<file path="src/rtl/design_sel_ctrl_if.sv">
// Serial configuration input and design-select outputs of design_sel_ctrl, bundled as one port.
interface design_sel_ctrl_if #(
    parameter int SEL_W = 6
);
    logic             cfg_en;
    logic             cfg_data;
    logic [SEL_W-1:0] des_sel;
    logic             hold_if_not_sel;
    logic             des_reset_req;
    logic             cfg_busy;
    logic             cfg_err;

    modport master (
        output cfg_en, cfg_data,
        input  des_sel, hold_if_not_sel, des_reset_req, cfg_busy, cfg_err
    );

    modport slave (
        input  cfg_en, cfg_data,
        output des_sel, hold_if_not_sel, des_reset_req, cfg_busy, cfg_err
    );
endinterface

</file>
<file path="src/rtl/design_sel_ctrl.sv">
// Design-multiplexer select controller: receives a serial select frame, validates it, switches
// des_sel and holds the newly selected design in reset for RST_CYCLES cycles.
module design_sel_ctrl #(
    parameter int SEL_W       = 6,
    parameter int RST_CYCLES  = 8,
    parameter int DEFAULT_SEL = 0
) (
    input  logic             clock,
    input  logic             reset,
    design_sel_ctrl_if.slave bus
);
    localparam int FLEN    = SEL_W + 3;
    localparam int CNT_MAX = (RST_CYCLES > FLEN + 1) ? RST_CYCLES : FLEN + 1;
    localparam int CNT_W   = $clog2(CNT_MAX + 1);

    typedef enum logic [1:0] {
        IDLE,
        SHIFT,
        CHECK,
        SWITCH
    } state_t;

    state_t           state, state_next;
    logic [CNT_W-1:0] cnt, cnt_next;
    logic [FLEN-1:0]  shreg, shreg_next;
    logic [SEL_W-1:0] sel_q, sel_next;
    logic             hold_q, hold_next;
    logic             err_q, err_next;
    logic             en_prev;
    logic             accept;

    // Frame is {start, sel, hold, parity}; parity makes the XOR of everything after start odd.
    assign accept = (cnt == CNT_W'(FLEN)) && shreg[FLEN-1] && (^shreg[FLEN-2:0]);

    // en_prev resets high so a cfg_en already high at reset release cannot start a frame.
    always_ff @(posedge clock or posedge reset) begin
        if (reset) begin
            state   <= SWITCH;
            cnt     <= '0;
            shreg   <= '0;
            sel_q   <= SEL_W'(DEFAULT_SEL);
            hold_q  <= 1'b0;
            err_q   <= 1'b0;
            en_prev <= 1'b1;
        end else begin
            state   <= state_next;
            cnt     <= cnt_next;
            shreg   <= shreg_next;
            sel_q   <= sel_next;
            hold_q  <= hold_next;
            err_q   <= err_next;
            en_prev <= bus.cfg_en;
        end
    end

    always_comb begin
        state_next = state;
        cnt_next   = cnt;
        shreg_next = shreg;
        sel_next   = sel_q;
        hold_next  = hold_q;
        err_next   = err_q;
        case (state)
            IDLE: begin
                if (bus.cfg_en && !en_prev) begin
                    shreg_next = {shreg[FLEN-2:0], bus.cfg_data};
                    cnt_next   = CNT_W'(1);
                    state_next = SHIFT;
                end
            end
            SHIFT: begin
                if (bus.cfg_en) begin
                    shreg_next = {shreg[FLEN-2:0], bus.cfg_data};
                    // Saturating at FLEN+1 keeps an overlong frame distinguishable from a good one.
                    if (cnt != CNT_W'(FLEN + 1)) begin
                        cnt_next = cnt + CNT_W'(1);
                    end
                end else begin
                    state_next = CHECK;
                end
            end
            CHECK: begin
                if (accept) begin
                    sel_next   = shreg[FLEN-2:2];
                    hold_next  = shreg[1];
                    err_next   = 1'b0;
                    cnt_next   = '0;
                    state_next = SWITCH;
                end else begin
                    err_next   = 1'b1;
                    state_next = IDLE;
                end
            end
            SWITCH: begin
                if (cnt == CNT_W'(RST_CYCLES - 1)) begin
                    state_next = IDLE;
                end else begin
                    cnt_next = cnt + CNT_W'(1);
                end
            end
            default: state_next = IDLE;
        endcase
    end

    assign bus.des_sel         = sel_q;
    assign bus.hold_if_not_sel = hold_q;
    assign bus.cfg_err         = err_q;
    assign bus.des_reset_req   = (state == SWITCH);
    assign bus.cfg_busy        = (state != IDLE);
endmodule

</file>
<file path="src/flat_wrapper.sv">
// flat-port wrapper written by rule: the top's interface ports become plain ports
module design_sel_ctrl_flat 
#(
    parameter int SEL_W       = 6,
    parameter int RST_CYCLES  = 8,
    parameter int DEFAULT_SEL = 0
)
  (clock, reset, bus_cfg_en, bus_cfg_data, bus_des_sel, bus_hold_if_not_sel, bus_des_reset_req, bus_cfg_busy, bus_cfg_err);
  design_sel_ctrl_if #(.SEL_W(SEL_W)) bus_i ();
  input  logic clock;
  input  logic reset;
  input wire logic [$bits(bus_i.cfg_en)-1:0] bus_cfg_en;
  input wire logic [$bits(bus_i.cfg_data)-1:0] bus_cfg_data;
  output wire logic [$bits(bus_i.des_sel)-1:0] bus_des_sel;
  output wire logic [$bits(bus_i.hold_if_not_sel)-1:0] bus_hold_if_not_sel;
  output wire logic [$bits(bus_i.des_reset_req)-1:0] bus_des_reset_req;
  output wire logic [$bits(bus_i.cfg_busy)-1:0] bus_cfg_busy;
  output wire logic [$bits(bus_i.cfg_err)-1:0] bus_cfg_err;
  assign bus_i.cfg_en = bus_cfg_en;
  assign bus_i.cfg_data = bus_cfg_data;
  assign bus_des_sel = bus_i.des_sel;
  assign bus_hold_if_not_sel = bus_i.hold_if_not_sel;
  assign bus_des_reset_req = bus_i.des_reset_req;
  assign bus_cfg_busy = bus_i.cfg_busy;
  assign bus_cfg_err = bus_i.cfg_err;
  design_sel_ctrl #(.SEL_W(SEL_W), .RST_CYCLES(RST_CYCLES), .DEFAULT_SEL(DEFAULT_SEL)) u_core (.clock(clock), .reset(reset), .bus(bus_i));
endmodule
</file>
<file path="config.mk">
export PLATFORM = sky130hd
export DESIGN_NAME = design_sel_ctrl_flat
export DESIGN_NICKNAME = d
export VERILOG_FILES = /design/src/rtl/design_sel_ctrl_if.sv /design/src/rtl/design_sel_ctrl.sv /design/src/flat_wrapper.sv
export SDC_FILE = /design/constraint.sdc
export NUM_CORES = 1
export LEC_CHECK = 0
export ABC_AREA = 0
export CORE_MARGIN = 1
export CORE_UTILIZATION = 49
export DETAILED_ROUTE_END_ITERATION = 7
export GPL_TIMING_DRIVEN = 0
export PLACE_DENSITY = 0.76
export SLEW_MARGIN = 10
export SYNTH_ARGS = -nofsm -noshare
export SYNTH_HDL_FRONTEND = slang
export SYNTH_SLANG_ARGS = --single-unit
export TNS_END_PERCENT = 50
</file>
<file path="constraint.sdc">
create_clock -name clock -period 2.1 [get_ports clock]
set_input_delay 0.21 -clock clock [delete_from_list [all_inputs] [get_ports clock]]
set_output_delay 0.21 -clock clock [all_outputs]
set_load 0.02 [all_outputs]
</file>
# Yosys cells after proc, flatten, opt, wreduce, memory -nomap -nowiden
# Cells that the tools add are included.
dict set report word_totals {
  mem_bits_ro 0
  latch_bits 0
  mem_bits_rw 0
  ff_bits 24
  output_inout_bits 10
  wordCells 48
  memories 0
  input_bits 4
}
dict set report classes {
  n_div 0
  reduce_logical 12
  add_sub_neg 1
  n_shift 0
  muxes 15
  eq_ne 13
  order_cmp 0
  mul 0
  bitwise 0
}
# cell n
set op_table {}
lappend op_table {{$mux W4} 5}
lappend op_table {{$mux W9} 2}
lappend op_table {{$pmux W9 S2} 1}
lappend op_table {{$pmux W4 S4} 1}
lappend op_table {{$mux W2} 4}
lappend op_table {{$ne A2 B1 Y1 const B} 4}
lappend op_table {{$pmux W2 S4} 1}
lappend op_table {{$reduce_xor A8 Y1} 1}
lappend op_table {{$ne A2 B2 Y1 const B} 3}
lappend op_table {{$reduce_and A3 Y1} 2}
lappend op_table {{$reduce_and A5 Y1} 1}
lappend op_table {{$add A4 B1 Y4 const B} 1}
lappend op_table {{$eq A2 B2 Y1 const B} 2}
lappend op_table {{$eq A4 B3 Y1 const B} 1}
lappend op_table {{$eq A4 B4 Y1 const B} 1}
lappend op_table {{$ne A4 B4 Y1 const B} 1}
lappend op_table {{$reduce_bool A2 Y1} 2}
lappend op_table {{$logic_and A1 B1 Y1} 3}
lappend op_table {{$eq A2 B1 Y1 const B} 1}
lappend op_table {{$logic_not A2 Y1} 1}
lappend op_table {{$reduce_and A2 Y1} 1}
lappend op_table {{$logic_not A1 Y1} 1}
lappend op_table {{$mux W1} 1}

# Depth between registers and ports, before layout
# Gate-level depths: netlist (run 1).
dict set report logic_depth {
  word_depth 5
  depth_mapped 7
  depth_no_buf 7
}

# Worst setup path before layout (run 1)
# No wires, ideal clock.
dict set report synth_path {
  kind {reg2reg}
  from {register u_core.cnt[0]}
  to {register u_core.cnt[1]}
  path_stages_with_launch 7
  slack_ps 129
  period_less_slack_ps 1971
  arrival_time_ps 1849
  n_path_buf 0
  cell_sequence {dfrtp_1 > ha_1 > nand4b_1 > nand2_1 > a21oi_1 > or3b_2 > a32o_1}
}
dict set report synth_between {
  elab_chain_len 5
  elab_cells_between_ends 14
  classes_between {add/sub: 1; eq/ne: 6; mux: 4; reduce/logical: 3}
}
# item line
set synth_rtl {}
lappend synth_rtl {{from (decl)} design_sel_ctrl.sv:24} ;# logic [CNT_W-1:0] cnt, cnt_next;
lappend synth_rtl {{from (signal assigned)} design_sel_ctrl.sv:47} ;# cnt <= cnt_next;
lappend synth_rtl {{branches (longest 5 deep; another with $add A4 B1 Y4)} n/a}
# Parallel ways; which one is timed is not known. The select of a mux whose other input is x is not followed.
# A chain may end at the register's enable or synchronous reset.

# Final worst setup path (run 1)
dict set report layout_path {
  from {register u_core.state[0]}
  to {output port bus_cfg_busy}
}
dict set report layout_between {
  elab_chain_len 1
}
# item line
set layout_rtl {}
lappend layout_rtl {{from (decl)} design_sel_ctrl.sv:23} ;# state_t state, state_next;
lappend layout_rtl {{from (signal assigned)} design_sel_ctrl.sv:46} ;# state <= state_next;
lappend layout_rtl {{$reduce_bool A2 Y1} design_sel_ctrl.sv:109} ;# assign bus.cfg_busy = (state != IDLE);
lappend layout_rtl {{to (decl)} flat_wrapper.sv:17} ;# output wire logic [$bits(bus_i.cfg_busy)-1:0] bus_cfg_busy;
# No other way between the ends.

==> results of run 1 <==
==> critical path, delay by kind of cell, from the launching register on <==
kind	cells	cell delay, ns
flops	1	0.54
buf+inv	2	0.83
simple gates	1	0.10
==> flip-flops by register name (all words and copies together), names as in the netlist <==
name / flops
u_core.bus.cfg_err: 1
u_core.bus.des_sel: 6
u_core.bus.hold_if_not_sel: 1
u_core.cnt: 4
u_core.en_prev: 1
u_core.shreg: 9
u_core.state: 2
==> cell families after synthesis <==
family / count (synthesis) / synth area share (%)
simple gates: 26 / 12.9
flops: 24 / 50.1
mux: 16 / 17.1
compound gates: 11 / 6.54
xor+xnor: 7 / 5.08
buf+inv: 7 / 5.19
fa+ha+maj: 3 / 3.11
==> area by class of cell <==
| cell class | instances | share of cell area (%) |
|---|---|---|
| tap | 28 | 2.46 |
| inverter | 4 | 1.05 |
| timing repair buffer | 13 | 9.31 |
| buffer | 3 | 3.34 |
| sequential | 24 | 42.5 |
| multi-input combinational | 63 | 38.8 |
| clock buffer | 4 | 2.55 |
==> through the flow <==
step / setup WS, ns / total power, mW / cell area [um2] / utilization, % / hold slack, ns
after global placement: -0.0267 / 1.33 / 1370 / 60.3 / 0.495
after global routing: 0.0254 / 1.73 / 1430 / 62.6 / 0.337
final: 0.0918 / 1.60 / 1430 / 62.6 / 0.351
after CTS: 0.0225 / 1.60 / 1410 / 62.0 / 0.338
after floorplan: 0.129 / 1.21 / 1210 / - / 0.214
after detailed placement: -0.0712 / 1.36 / 1370 / 60.3 / 0.495
==> power by group through the flow <==
stage | Combinational (mW) | Sequential [mW] | Clock, mW
2_1_floorplan | 0.490 | 0.725 | 0
3_3_place_gp | 0.582 | 0.744 | 0
3_5_place_dp | 0.609 | 0.755 | 0
4_1_cts | 0.611 | 0.744 | 0.250
5_1_grt | 0.684 | 0.771 | 0.271
6_report | 0.613 | 0.748 | 0.240
==> cells in the final DEF (no fill, tap or decap), types with 2 or more instances in the layout <==
| master | netlist | routed |
|---|---|---|
| a21oi_1 | 3 | 2 |
| a32o_1 | 2 | 2 |
| clkbuf_4 | 0 | 3 |
| clkdlybuf4s50_1 | 0 | 12 |
| dfrtp_1 | 21 | 20 |
| dfstp_2 | 3 | 3 |
| ha_1 | 3 | 2 |
| inv_1 | 4 | 4 |
| mux2_2 | 9 | 9 |
| mux2_4 | 7 | 7 |
| nand2_1 | 6 | 6 |
| nand2b_1 | 5 | 5 |
| nand3_1 | 4 | 4 |
| xnor2_1 | 7 | 7 |
==> worst min-delay path by stage <==
stage | to | slack (ns)
CTS | u_core.en_prev$_DFF_PP1_ | 0.34
global placement | u_core.bus.hold_if_not_sel$_DFFE_PP0P_ | 0.50
floorplan | u_core.en_prev$_DFF_PP1_ | 0.21
finish | u_core.bus.cfg_err$_DFFE_PP0P_ | 0.35
global route | u_core.en_prev$_DFF_PP1_ | 0.34
detailed placement | u_core.bus.des_sel[0]$_DFFE_PP0P_ | 0.50
==> per-layer routing <==
| layer | track usage (%) | wire length [um] |
|---|---|---|
| met1 | 22.2 | 898 |
| met2 | 30.3 | 897 |
| met3 | 6.43 | 98 |
| met4 | 10.8 | 46 |
| met5 | 0 | 0 |
==> timing repair <==
item | in CTS | in global routing
cloned | 0 | 0
setup endpoints to repair | 2 | 3
resized for setup | 1 | 4
pin swaps | 0 | 2
==> results.yml, run 1 <==
critical_path:
  critPathCaptureType: "output pin"
  cp-endpoint: "bus_cfg_busy"
  crit-reg2reg-launch: "u_core.cnt[0]$_DFFE_PP0P_"
  cp_slowest_stage_delay_ns: 0.58
  rr_endpoint: "u_core.cnt[3]$_DFFE_PP0P_"
  r2r_slack_ns: 0.12
  critPathLaunchType: "flip-flop"
  r2r_cells: 6
  critPathArrivalTime_ns: 1.80
  critPathKind: "flip-flop to output pin"
  path_max_fanout: 10
  cp.required_ns: 1.89
  cp_cell_sequence: "bufbuf_16 -> or2_2 -> clkdlybuf4s50_1"
  critPathLaunch: "u_core.state[0]$_DFFE_PP1P_"
  critPathSlowestCell: "clkdlybuf4s50_1"
hold_path:
  min_path_type: "input pin to async pin"
layout:
  multi_input_area_um2: 553
  final-seq-area_um2: 606
  fillers: 188
  num-nets-final: 119
  area_growth_pct: 18.2
  instances_no_fill: 139
  drive_gt1_share_pct: 27.9
  diodes: 0
floorplanning:
  start_util_pct: 53.0
  die_w_um: 51.6
  die_y_um: 51.6
  rows: 17
  ios: 14
  die_area_um2: 2660
  core_um2: 2280
logic_synthesis:
  yosys.area.top_type_share_pct: 43.6
  synth_common_cells: "dfrtp_1, mux2_2, mux2_4, xnor2_1, nand2_1"
  synth.area.top_cells: "dfrtp_1, mux2_4, mux2_2"
  synth_nets: 101
  yosys.area.top_type: "dfrtp_1"
  yosysMostFrequentCell: "dfrtp_1"
  dominantRegCellSynth: "dfrtp_1"
  netlist_instances: 94
  ys_async_sr_fraction_pct: 100
  avgSynthCellArea_um2: 12.8
  ys_ff_latch: 24
  seq_area_frac_synth_pct: 50.1
  yosysUniqueCellTypes: 32
  synth_edf_count: 0
  synth-warning-count: 0
  syn_area_um2: 1210
timing:
  skew_ns: 0.00274
  rsz0062_at_grt: "no"
  tns_ns: 0
  maxSlewHeadroom_pct: 42.9
  worst_slew_pin_slew_ns: 0.855
  fin_crit_ns: 2.01
  drv_slew: 0
  hold_viol: 0
  fmax_ghz: 0.498
  post-route-period-util_pct: 95.6
  setup_viol_count_final: 0
power:
  power.switching_mw: 0.548
  p_seq_share_pct: 46.7
  clockPowerShare_pct: 15.0
  internal_power_mw: 1.05
  power.density_nw_per_um2: 1120
  p_sw_share_pct: 34.3
  peakVddDrop_uv: 898
  comb_power_share_pct: 38.3
  p_leak_nw: 0.664
detailed_routing:
  ant_nets: 0
  wl_per_cell_um: 14.0
  vias: 770
  drt_pass1_iterations: 4
  drt_iter0_drc: 24
  drc_errors: 0
  avgViaCountPerCell: 5.54
  wl_mm: 1.94
placement:
  port-buffer-count: 13
  dp_hpwl_mm: 1.38
  place_congestion: 0.821
  placed_cells: 135
clock_network:
  cts_tree: "done"
  h-tree-depth: 1
  hold_buffers: 0
  clk_latency_ns: 0.32
  cts.clk_slew.worst_paths_ns: 0.12
  cts.sinks: 24
  numCtsBuffers: 3
  cts_buffer_depth: 2
  clockRootBuffer: "clkbuf_4"
  post-cts-setup-buffer-count: 0
global_routing:
  grt_usage_pct: 19.0
  grt_start_max_net_pins: 25
  grt_pass1_vias: 803
  grt_pass1_wl_mm: 3.51
  grt.overflow.total: 0
  antenna_found_initial: 0
run:
  max_cap_violations: 0
run_status:
  status: "finished, final reports clean"
Power figures use the tool's default switching activity.
==> inputs of run 2 (changes only) <==
--- a/config.mk
+++ b/config.mk
@@ -6,8 +6,10 @@
 export NUM_CORES = 1
 export LEC_CHECK = 0
 export ABC_AREA = 0
+export CELL_PAD_IN_SITES_DETAIL_PLACEMENT = 1
+export CELL_PAD_IN_SITES_GLOBAL_PLACEMENT = 1
 export CORE_MARGIN = 1
-export CORE_UTILIZATION = 49
+export CORE_UTILIZATION = 40
 export DETAILED_ROUTE_END_ITERATION = 7
 export GPL_TIMING_DRIVEN = 0
 export PLACE_DENSITY = 0.76
==> results.yml, run 2 (synthesized netlist as in run 1, its figures left out) <==
run_status:
  status: "complete, but fails checks"
  violations: "design-rule violations"
timing:
  drv_slew: 0
  skew_ns: 0.00357
  worst_slew_pin_slew_ns: 0.943
  rsz0062_at_grt: "no"
  hold_viol: 0
  maxSlewHeadroom_pct: 37.0
  setup_ws_ns: 0.0745
  setup_viol_count_final: 0
  fmax_ghz: 0.494
  fin_crit_ns: 2.03
  post-route-period-util_pct: 96.5
clock_network:
  cts_tree: "done"
  cts_buffer_depth: 2
  clockRootBuffer: "clkbuf_4"
  numCtsBuffers: 3
  hold_buffers: 0
  h-tree-depth: 1
  cts.clk_slew.worst_paths_ns: 0.13
  cts.sinks: 24
  clk_latency_ns: 0.32
layout:
  area_growth_pct: 21.1
  diodes: 0
  final_cell_mix: "dfrtp_1, clkdlybuf4s50_1, mux2_2"
  final_common_cell: "dfrtp_1"
  drive_gt1_share_pct: 29.2
  final_util_pct: 52.1
  instances_no_fill: 144
  fin_area_um2: 1460
  largest_register_ffs: 9
  num-nets-final: 121
  top_register: "u_core.shreg"
placement:
  pre_cts_ws_ns: -0.170
  port-buffer-count: 13
  placed_cells: 138
  dp_hpwl_mm: 1.55
  place_congestion: 0.769
  dpl_cell_area_um2: 1380
global_routing:
  grt_pass1_vias: 833
  grt_start_max_net_pins: 25
  grt.overflow.total: 0
  antenna_found_initial: 0
  grt_usage_pct: 16.6
  grt_pass1_wl_mm: 4.02
critical_path:
  cp.required_ns: 1.89
  cp_cell_sequence: "bufbuf_16 -> or2_2 -> clkdlybuf4s50_1"
  critPathCaptureType: "output pin"
  r2r_cells: 6
  cp_slowest_stage_delay_ns: 0.59
  critPathSlowestCell: "clkdlybuf4s50_1"
  path_delay_family: "buffers and inverters"
  crit-reg2reg-launch: "u_core.cnt[0]$_DFFE_PP0P_"
  critPathArrivalTime_ns: 1.82
  critPathLaunchType: "flip-flop"
  rr_endpoint: "u_core.cnt[1]$_DFFE_PP0P_"
  path_buf_inv: 2
  r2r_slack_ns: 0.09
  critPathKind: "flip-flop to output pin"
  path_max_fanout: 10
floorplanning:
  rows: 19
  ios: 14
  die_area_um2: 3240
  core_um2: 2810
  die_y_um: 56.9
  start_util_pct: 43.0
  die_w_um: 56.9
detailed_routing:
  drt_iter0_drc: 20
  avgViaCountPerCell: 5.34
  drc_errors: 2
  drt_pass1_iterations: 6
  wl_mm: 2.33
  vias: 769
  wl_per_cell_um: 16.2
  ant_nets: 0
hold_path:
  hold_start: "bus_cfg_en"
  whs_endpoint: "u_core.en_prev$_DFF_PP1_"
  holdPathStages: 1
  min_path_type: "input pin to flip-flop"
power:
  clockPowerShare_pct: 19.6
  p_seq_share_pct: 43.5
  comb_power_share_pct: 36.8
  power.switching_mw: 0.562
  power.density_nw_per_um2: 1180
  internal_power_mw: 1.16
  peakVddDrop_uv: 667
  p_sw_share_pct: 32.7
  p_leak_nw: 0.679
run:
  max_cap_violations: 0
[run 2: cell types whose count changed in the layout (fill, tap and decap cells not counted), sizes merged]
cell | previous run | this run
buf | 1 | 3
bufinv | 0 | 1
clkbuf | 5 | 4
[run 2: worst max path at each step]
stage | cells past startpoint | startpoint | endpoint | slack [ns]
floorplan | 6 | u_core.cnt[0]$_DFFE_PP0P_ | u_core.cnt[1]$_DFFE_PP0P_ | 0.13
global placement | 6 | u_core.cnt[0]$_DFFE_PP0P_ | u_core.cnt[1]$_DFFE_PP0P_ | -0.08
detailed placement | 6 | u_core.cnt[0]$_DFFE_PP0P_ | u_core.cnt[3]$_DFFE_PP0P_ | -0.17
CTS | 3 | u_core.state[0]$_DFFE_PP1P_ | bus_des_reset_req | 0.001
global route | 6 | u_core.cnt[1]$_DFFE_PP0P_ | u_core.cnt[1]$_DFFE_PP0P_ | 0.01
finish | 3 | u_core.state[0]$_DFFE_PP1P_ | bus_cfg_busy | 0.07
[run 2: power by group through the flow]
| stage | clock, mW | sequential [mW] | combinational, mW |
|---|---|---|---|
| 2_1_floorplan | 0 | 0.725 | 0.490 |
| 3_3_place_gp | 0 | 0.748 | 0.586 |
| 3_5_place_dp | 0 | 0.760 | 0.601 |
| 4_1_cts | 0.351 | 0.746 | 0.643 |
| 5_1_grt | 0.367 | 0.775 | 0.704 |
| 6_report | 0.337 | 0.747 | 0.633 |
[run 2: timing repair]
| item | in CTS | in global routing |
|---|---|---|
| gates resized for setup | 2 | 3 |
| cloned | 0 | 0 |
| pin swaps | 0 | 2 |
| setup buffers | 2 | 0 |
| endpoints found under the setup margin | 2 | 3 |
[run 2: per-layer routing]
layer,up-vias,global-route usage (%),wire (um)
li1,365,-,-
met1,387,22.8,1110
met2,12,25.5,1110
met3,5,2.30,56
met4,0,8.36,51
met5,-,0,0
[run 2: final cells by class]
class                   count  area [um2]
repair buffers             15         148
well taps                  31        38.8
inverters                   4        15.0
clock inverters             1        30.0
fillers                   285        1350
clock buffers               3        22.5
multi-input cells          63         553
flip-flops and latches     24         606
plain buffers               3        47.5
[run 2: stage by stage]
step	hold slack (ns)	total power, mW	setup TNS [ns]
after floorplan	0.214	1.21	0
after global placement	0.494	1.33	-0.155
after detailed placement	0.499	1.36	-0.339
after CTS	0.321	1.74	0
after global routing	0.332	1.85	0
final	0.338	1.72	0
[run 2: worst reg2reg max path, cell delays in order, from the launching register on]
cell and delay (ns):
dfrtp_1 0.45, ha_2 0.23, nand4b_1 0.14, nand2_1 0.11, a21oi_4 0.22, or3b_2 0.51
a32o_1 0.26
==> inputs of run 3 (changes only) <==
--- a/config.mk
+++ b/config.mk
@@ -12,7 +12,7 @@
 export CORE_UTILIZATION = 40
 export DETAILED_ROUTE_END_ITERATION = 7
 export GPL_TIMING_DRIVEN = 0
-export PLACE_DENSITY = 0.76
+export PLACE_DENSITY_LB_ADDON = 0.3
 export SLEW_MARGIN = 10
 export SYNTH_ARGS = -nofsm -noshare
 export SYNTH_HDL_FRONTEND = slang
==> results.yml, run 3 (synthesized netlist as in run 1, its figures left out) <==
timing:
  fin_crit_ns: 2.02
  skew_ns: 0.00138
  drv_slew: 0
  setup_viol_count_final: 0
  post-route-period-util_pct: 96.3
  fin_hold_ws_ns: 0.343
  hold_viol: 0
  tns_ns: 0
  fmax_ghz: 0.495
  maxSlewHeadroom_pct: 41.6
  worst_slew_pin_slew_ns: 0.875
  rsz0062_at_grt: "no"
detailed_routing:
  avgViaCountPerCell: 5.48
  drt_iter0_drc: 5
  wl_per_cell_um: 15.6
  drt_pass1_iterations: 6
  ant_nets: 0
  drc_errors: 2
  vias: 794
  wl_mm: 2.26
critical_path:
  cp_cell_sequence: "bufbuf_16 -> or2_2 -> clkdlybuf4s50_1"
  critPathKind: "flip-flop to output pin"
  path_max_fanout: 10
  critPathLaunchType: "flip-flop"
  critPathArrivalTime_ns: 1.81
  cp_slowest_stage_delay_ns: 0.59
  critPathCaptureType: "output pin"
  cp.required_ns: 1.89
  critPathSlowestCell: "clkdlybuf4s50_1"
placement:
  port-buffer-count: 13
  place_congestion: 0.747
  dp_hpwl_mm: 1.52
layout:
  num-nets-final: 122
  final_common_cell: "dfrtp_1"
  drive_gt1_share_pct: 29.8
  largest_register_ffs: 9
  diodes: 0
  area_growth_pct: 21.9
  top_register: "u_core.shreg"
  final_util_pct: 52.4
  final_cell_mix: "dfrtp_1, clkdlybuf4s50_1, mux2_2"
power:
  power.switching_mw: 0.571
  total_power_mw: 1.74
  p_sw_share_pct: 32.9
  power.density_nw_per_um2: 1180
  peakVddDrop_uv: 546
  comb_power_share_pct: 37.9
  clockPowerShare_pct: 19.3
  p_seq_share_pct: 42.8
  p_leak_nw: 0.687
  internal_power_mw: 1.17
clock_network:
  cts.clk_slew.worst_paths_ns: 0.13
  clk_latency_ns: 0.31
  numCtsBuffers: 3
  h-tree-depth: 1
  cts.sinks: 24
  cts_tree: "done"
  clockRootBuffer: "clkbuf_4"
  cts_buffer_depth: 2
floorplanning:
  core_um2: 2810
  die_w_um: 56.9
  die_y_um: 56.9
  start_util_pct: 43.0
  die_area_um2: 3240
  ios: 14
  rows: 19
global_routing:
  antenna_found_initial: 0
  grt_usage_pct: 15.6
  grt_pass1_vias: 814
  grt_start_max_net_pins: 25
  grt_pass1_wl_mm: 3.82
  grt.overflow.total: 0
run_status:
  violations: "design-rule violations"
  status: "complete, but fails checks"
hold_path:
  min_path_type: "input pin to flip-flop"
run:
  max_cap_violations: 0
==> run 3: final timing paths <==
path / from / endpoint / slack, ns / depth (start not counted)
max in group asynchronous: reset / u_core.cnt[0]$_DFFE_PP0P_ / 1.15 / 2
min in group asynchronous: reset / u_core.bus.des_sel[1]$_DFFE_PP0P_ / 0.36 / 2
worst min-delay path: bus_cfg_en / u_core.en_prev$_DFF_PP1_ / 0.34 / 1
worst max register to register: u_core.cnt[0]$_DFFE_PP0P_ / u_core.cnt[1]$_DFFE_PP0P_ / 0.16 / 6
worst min register to register: u_core.cnt[0]$_DFFE_PP0P_ / u_core.cnt[0]$_DFFE_PP0P_ / 0.52 / 1
worst max-delay path: u_core.state[0]$_DFFE_PP1P_ / bus_cfg_busy / 0.08 / 3
==> run 3: timing repair <==
action                                  CTS  global route
pin swaps                                 0             2
buffers inserted                          0             3
endpoints found under the setup margin    2             3
endpoints found under the hold margin     0             0
hold buffers                              0             0
resized for setup                         3             3
==> run 3: power by group through the flow <==
| stage | combinational (mW) | sequential (mW) | clock (mW) |
|---|---|---|---|
| global placement | 0.587 | 0.748 | 0 |
| floorplan | 0.490 | 0.725 | 0 |
| finish | 0.658 | 0.744 | 0.336 |
| detailed placement | 0.600 | 0.760 | 0 |
| CTS | 0.612 | 0.754 | 0.345 |
| global route | 0.721 | 0.771 | 0.367 |
==> run 3: stage by stage <==
step                      area [um2]  setup slack, ns  instances
after floorplan                 1210            0.129         94
after global placement          1380          -0.0816        138
after detailed placement        1380           -0.148        138
after CTS                       1440          0.00566        142
after global routing            1470           0.0287        145
final                           1470           0.0779        145
==> run 3: layout make-up <==
| cell class | count | area (um2) |
|---|---|---|
| Fill cell | 299 | 1340 |
| Multi-Input combinational cell | 63 | 556 |
| Tap cell | 31 | 38.8 |
| Timing Repair Buffer | 16 | 155 |
| Inverter | 4 | 15.0 |
| Clock buffer | 3 | 22.5 |
| Clock inverter | 1 | 30.0 |
| Buffer | 3 | 47.5 |
| Sequential cell | 24 | 606 |
==> run 3: layer usage <==
layer | up-vias | GRT usage, % | share of wire (%)
met5 | - | 0 | 0
met4 | 0 | 7.32 | 1.7
met3 | 4 | 2.07 | 2.7
met2 | 12 | 24.4 | 48
met1 | 406 | 21.6 | 48
li1 | 372 | - | -
==> run 3: worst max-delay path: cells and delay by family (launching register included) <==
| family | cells | cell delay (ns) |
|---|---|---|
| flops | 1 | 0.55 |
| simple gates | 1 | 0.10 |
| buf+inv | 2 | 0.85 |
